$ cat src/rtl/layer_channel_serializer.sv
// Pixel-word FIFO feeding a channel-serial valid/ready stream; one channel value per output beat.
// Optional per-frame pixel counter driving Frame_Last is built only when LAYER_SER_FRAME_EOF_EN is defined.
module layer_channel_serializer #(
    parameter int DATA_WIDHT  = 32,
    parameter int CHANNEL_OUT = 8,
    parameter int FIFO_DEPTH  = 4,
    parameter int IMG_WIDHT   = 220,
    parameter int IMG_HEIGHT  = 220
) (
    input  logic                              clk,
    input  logic                              rst,
    input  logic [DATA_WIDHT*CHANNEL_OUT-1:0] Data_In,
    input  logic                              Valid_In,
    output logic [DATA_WIDHT-1:0]             Data_Out,
    output logic                              Valid_Out,
    input  logic                              Ready_Out,
    output logic [$clog2(CHANNEL_OUT)-1:0]    Channel_Idx,
    output logic                              Last_Channel,
    output logic                              Frame_Last,
    output logic                              Overflow
);
    localparam int CH_W = $clog2(CHANNEL_OUT);
    localparam int AW   = $clog2(FIFO_DEPTH);
    localparam int CW   = AW + 1;

    typedef logic [CHANNEL_OUT-1:0][DATA_WIDHT-1:0] pix_t;
    typedef enum logic {IDLE, SEND} state_t;

    pix_t                  mem_q [FIFO_DEPTH];
    logic [AW-1:0]         wr_ptr_q, rd_ptr_q;
    logic [CW-1:0]         count_q, count_d;
    state_t                state_q, state_d;
    pix_t                  hold_q, hold_d;
    logic [CH_W-1:0]       ch_q, ch_d;
    logic [DATA_WIDHT-1:0] data_q, data_d;
    logic                  vld_q, vld_d;
    logic                  ovf_q, ovf_d;
    logic                  fifo_empty, fifo_full, beat, last_ch, pop, push;

    assign fifo_empty = (count_q == '0);
    assign fifo_full  = (count_q == CW'(FIFO_DEPTH));
    assign beat       = vld_q & Ready_Out;
    assign last_ch    = (ch_q == CH_W'(CHANNEL_OUT - 1));

    // Output FSM: a pop loads the holding register and presents channel 0 in the same edge.
    always_comb begin
        state_d = state_q;
        hold_d  = hold_q;
        ch_d    = ch_q;
        data_d  = data_q;
        vld_d   = vld_q;
        pop     = 1'b0;
        case (state_q)
            IDLE: begin
                if (!fifo_empty) begin
                    pop     = 1'b1;
                    hold_d  = mem_q[rd_ptr_q];
                    ch_d    = '0;
                    data_d  = mem_q[rd_ptr_q][0];
                    vld_d   = 1'b1;
                    state_d = SEND;
                end
            end
            SEND: begin
                if (beat) begin
                    if (!last_ch) begin
                        ch_d   = ch_q + CH_W'(1);
                        data_d = hold_q[ch_q + CH_W'(1)];
                    end else if (!fifo_empty) begin
                        pop    = 1'b1;
                        hold_d = mem_q[rd_ptr_q];
                        ch_d   = '0;
                        data_d = mem_q[rd_ptr_q][0];
                    end else begin
                        vld_d   = 1'b0;
                        state_d = IDLE;
                    end
                end
            end
            default: state_d = IDLE;
        endcase
    end

    // A full FIFO still accepts a word when the head leaves in the same cycle.
    assign push  = Valid_In & (~fifo_full | pop);
    assign ovf_d = ovf_q | (Valid_In & fifo_full & ~pop);

    always_comb begin
        count_d = count_q;
        case ({push, pop})
            2'b10:   count_d = count_q + CW'(1);
            2'b01:   count_d = count_q - CW'(1);
            default: count_d = count_q;
        endcase
    end

    always_ff @(posedge clk) begin
        if (push) begin
            mem_q[wr_ptr_q] <= Data_In;
        end
    end

    always_ff @(posedge clk or posedge rst) begin
        if (rst) begin
            state_q  <= IDLE;
            hold_q   <= '0;
            ch_q     <= '0;
            data_q   <= '0;
            vld_q    <= 1'b0;
            ovf_q    <= 1'b0;
            wr_ptr_q <= '0;
            rd_ptr_q <= '0;
            count_q  <= '0;
        end else begin
            state_q <= state_d;
            hold_q  <= hold_d;
            ch_q    <= ch_d;
            data_q  <= data_d;
            vld_q   <= vld_d;
            ovf_q   <= ovf_d;
            count_q <= count_d;
            if (push) begin
                wr_ptr_q <= wr_ptr_q + AW'(1);
            end
            if (pop) begin
                rd_ptr_q <= rd_ptr_q + AW'(1);
            end
        end
    end

    assign Data_Out     = data_q;
    assign Valid_Out    = vld_q;
    assign Channel_Idx  = ch_q;
    assign Overflow     = ovf_q;
    assign Last_Channel = vld_q & last_ch;

`ifdef LAYER_SER_FRAME_EOF_EN
    localparam int PIX_TOTAL = IMG_WIDHT * IMG_HEIGHT;
    localparam int PIX_W     = $clog2(PIX_TOTAL);

    logic [PIX_W-1:0] pix_q, pix_d;
    logic             pix_end;

    assign pix_end = (pix_q == PIX_W'(PIX_TOTAL - 1));

    always_comb begin
        pix_d = pix_q;
        if (Last_Channel & Ready_Out) begin
            pix_d = pix_end ? '0 : pix_q + PIX_W'(1);
        end
    end

    always_ff @(posedge clk or posedge rst) begin
        if (rst) begin
            pix_q <= '0;
        end else begin
            pix_q <= pix_d;
        end
    end

    assign Frame_Last = Last_Channel & pix_end;
`else
    assign Frame_Last = 1'b0;
`endif

endmodule

$ cat config.mk
export PLATFORM = sky130hd
export DESIGN_NAME = layer_channel_serializer
export DESIGN_NICKNAME = d
export VERILOG_FILES = /design/src/rtl/layer_channel_serializer.sv
export SDC_FILE = /design/constraint.sdc
export NUM_CORES = 2
export LEC_CHECK = 0
export ABC_CLOCK_PERIOD_IN_PS = 8400
export BUFFER_PORTS_ARGS = -buffer_cell sky130_fd_sc_hd__buf_2
export CAP_MARGIN = 10
export CORE_UTILIZATION = 25
export CTS_CLUSTER_SIZE = 24
export DETAILED_ROUTE_END_ITERATION = 8
export SLEW_MARGIN = 20
export SYNTH_ARGS = -nofsm -noshare
export SYNTH_HDL_FRONTEND = slang
export SYNTH_SLANG_ARGS = --single-unit
$ cat constraint.sdc
create_clock -name clk -period 8.4 [get_ports clk]
set_clock_uncertainty 0.15 [all_clocks]
set_input_delay 0 -clock clk [delete_from_list [all_inputs] [get_ports clk]]
set_output_delay 0 -clock clk [all_outputs]
set_load 0.1 [all_outputs]
==> reports/qor.yml <==
flow_run:
  max_cap_viol_count: 0
yosys:
  yosys.area.top_type: "edfxtp_1"
  netlist_top_cells_area: "edfxtp_1 (60%), dfrtp_1 (15%), nand2_1 (6.4%), mux4_2 (6.4%), mux4_1 (5.8%)"
  synth.most_common_cell: "edfxtp_1"
  yosys_warnings: 0
  synth_top_area_share_pct: 60.2
  synthArstFlopShare_pct: 22.7
  synth.distinct_cells: 41
  ys_top_cells_by_count: "edfxtp_1 (1024), nand2_1 (870), dfrtp_1 (301), mux4_2 (144), mux2i_1 (129)"
  seq_area_frac_synth_pct: 75.0
  ys_ff_latch: 1325
  avgSynthCellArea_um2: 17.7
  synth_nets: 3158
  synth_flop_cell: "edfxtp_1"
  syn-cell-area_um2: 51100
  synth_edf_count: 1024
  syn_inst: 2891
status:
  status: "finished clean"
worst_hold_path:
  min_path_type: "in -> reg"
  min_to: "mem_q[0][193]"
  hold_start: "Data_In[193]"
  min_path_cells: 2
power_and_ir_drop:
  power.internal_mw: 14.3
  pwr-share-comb_pct: 29.2
  sequentialPowerShare_pct: 45.0
  p_switching_mw: 7.28
  power_switching_share_pct: 33.8
  power_density_nw_per_um2: 334
  clockPowerShare_pct: 25.8
  max-vdd-ir-drop_mv: 0.260
  p_leak_nw: 24.1
setup_path:
  cp-start-kind: "flop"
  path_max_fanout: 120
  critPathCaptureType: "flop"
  worstRegToRegCells: 7
  reg2reg_slack_ns: 4.13
  r2r_start: "Channel_Idx[0]"
  reg2reg_to: "mem_q[0][39]"
  critPathBufInv: 1
  path_common_cell: "ha_1"
  cp_data_arrival_time_ns: 4.47
  crit_required_ns: 8.60
  crit_chain: "ha_1 -> ha_1 -> and3_1 -> nor2_2 -> a31oi_4 -> and2_4 -> buf_12"
  cp_top_family: "simple AND/OR/NAND/NOR gates"
  crit_type: "reg -> reg"
  crit_slowest_cell: "dfrtp_4"
  max_stage_delay_ns: 0.86
detailed_routing:
  route.detailed.drc: 0
  wl_um: 140000
  wl_per_cell_um: 21.5
  vias_per_cell: 4.30
  vias: 28000
  firstDrtPassIters: 5
  ant_nets: 0
  drt_first_iter_violations: 1896
global_routing:
  antenna_found_initial: 77
  grt_pass1_wl_um: 203000
  grt_pass1_vias: 29000
  grt_usage_pct: 13.4
  grt_max_degree: 150
  grt_remaining_overflow: 0
die:
  die_area_um2: 206000
  core_um2: 203000
  start_util_pct: 25.2
  core.rowCount: 165
  io_pins: 299
  fp.dieW_um: 454
  die_h_um: 454
layout:
  drive_above_1_share_pct: 17.9
  regArea_um2: 38300
  multi_input_area_um2: 11800
  fillers: 19600
  area_growth_pct: 26.6
  utilization_pct: 31.9
  layout.cells.non_filler: 6513
  fin_area_um2: 64600
  nets: 3975
timing:
  rsz0062_at_grt: "false"
  worst_slew_pin_slew_ns: 1.08
  period_minus_slack_ns: 4.27
  hold_viol: 0
  min_period_over_period_pct: 50.9
  max_slew_margin_pct: 28.2
  fmax_mhz: 234
  setup_viol: 0
  setup_tns_ns: 0
  slew_viol_final: 0
placement:
  dp_hpwl_um: 89600
  dpl_cell_area_um2: 55400
  place_inst: 5742
  port_buffers: 297
  gp_congestion: 0.773
clock_tree:
  cts_tree: "built"
  cts_buffers: 121
  cts_root_buf: "clkbuf_16"
  htreeDepth: 3
  clkLatencyLatePin_ns: 0.77
  cts_sinks: 1325
  ctsResizeCount: 0
  clockBufferDepth: 3
  clk_pin_slew_ns: 0.06
## layout make-up
| class | instances | share of cell area, % |
|---|---|---|
| timing repair buffer | 845 | 10.9 |
| tap | 2672 | 5.17 |
| inverter | 7 | 0.0464 |
| antenna | 24 | 0.0929 |
| clock buffer | 171 | 5.21 |
| multi-input combinational | 1408 | 18.3 |
| sequential | 1325 | 59.2 |
| clock inverter | 61 | 1.02 |
## sequential cells by signal, indices dropped and copies added (netlist names)
name and count:
Overflow 1, Channel_Idx 3, wr_ptr_q 2, Data_Out 32, rd_ptr_q 2, Valid_Out 1
state_q 1, count_q 3, hold_q 256, mem_q 1024
## power by group through the flow
stage	combinational [mW]	clock (mW)	sequential, mW
global placement	6.13	0	9.77
CTS	6.40	5.69	9.71
floorplan	3.73	0	10.2
finish	6.30	5.57	9.69
global route	6.71	5.91	9.86
detailed placement	6.16	0	9.83
## cell families after synthesis
kind of cell / after synthesis / share of synthesized area, %
AOI/OAI and AO/OA: 49 / 0.745
xor gates and xnor gates: 5 / 0.0858
adders and majority gates: 7 / 0.186
buffers and inverters: 158 / 1.94
DFF: 1325 / 75.0
muxes: 386 / 14.7
other: 1 / 0.00734
and+or+nand+nor: 960 / 7.38
## per-stage QoR
step | hold slack, ns | power (mW) | setup slack [ns]
detailed placement | -0.178 | 16.0 | 4.17
finish | 0.0145 | 21.6 | 4.13
floorplan | -0.0511 | 13.9 | 2.71
global route | 0.00168 | 22.5 | 3.96
CTS | 0.00862 | 21.8 | 4.12
global placement | -0.176 | 15.9 | 4.20
## layout by cell type (no fill, tap or decap), types with 3 or more instances in the layout
cell type      netlist  layout
a21oi_1              3       3
a22oi_1             33      33
and2_4               0       4
buf_12               0      12
buf_2               73     297
buf_4               27      22
bufinv_16            0       8
clkbuf_1            25      36
clkbuf_16            0     122
clkbuf_8             0      13
clkinv_1             0      10
clkinv_16            0       4
clkinv_2             0      26
clkinvlp_4           0       5
dfrtp_1            301     298
dfrtp_4              0       3
diode_2              0      24
dlygate4sd3_1        0     513
edfxtp_1          1024    1024
ha_1                 6       6
inv_1                6       5
inv_6                0       3
mux2i_1            129     128
mux4_1             112     112
mux4_2             144     144
nand2_1            870     870
nand3_1             34      34
nand4_1             32      32
nor2_1               7       6
xnor2_1              4       4
## worst max-delay path by stage
| stage | startpoint | end | slack, ns | cells past startpoint |
|---|---|---|---|---|
| 2_1_floorplan | Channel_Idx[1] | mem_q[0][0] | 2.71 | 6 |
| 3_3_place_gp | Channel_Idx[0] | mem_q[0][13] | 4.20 | 7 |
| 3_5_place_dp | Channel_Idx[0] | mem_q[0][40] | 4.17 | 7 |
| 4_1_cts | Channel_Idx[0] | mem_q[0][40] | 4.12 | 7 |
| 5_1_grt | Channel_Idx[0] | mem_q[0][39] | 3.96 | 7 |
| 6_report | Channel_Idx[0] | mem_q[0][39] | 4.13 | 7 |
## layer usage
layer  up-vias  global-route usage, %  part of all wire (%)
met3       267                   2.40                   4.2
met2       623                   24.0                    52
met1     14500                   16.0                    40
met4        34                   5.01                   3.6
li1      12600                      -                     -
met5         -                      0                  0.17
## timing repair
action                      CTS  global route
setup endpoints to repair     0             0
hold buffers                513             0
hold endpoints to repair   1287             0
setup buffers                 0             0
No activity file was read; power rests on OpenSTA's default activity.
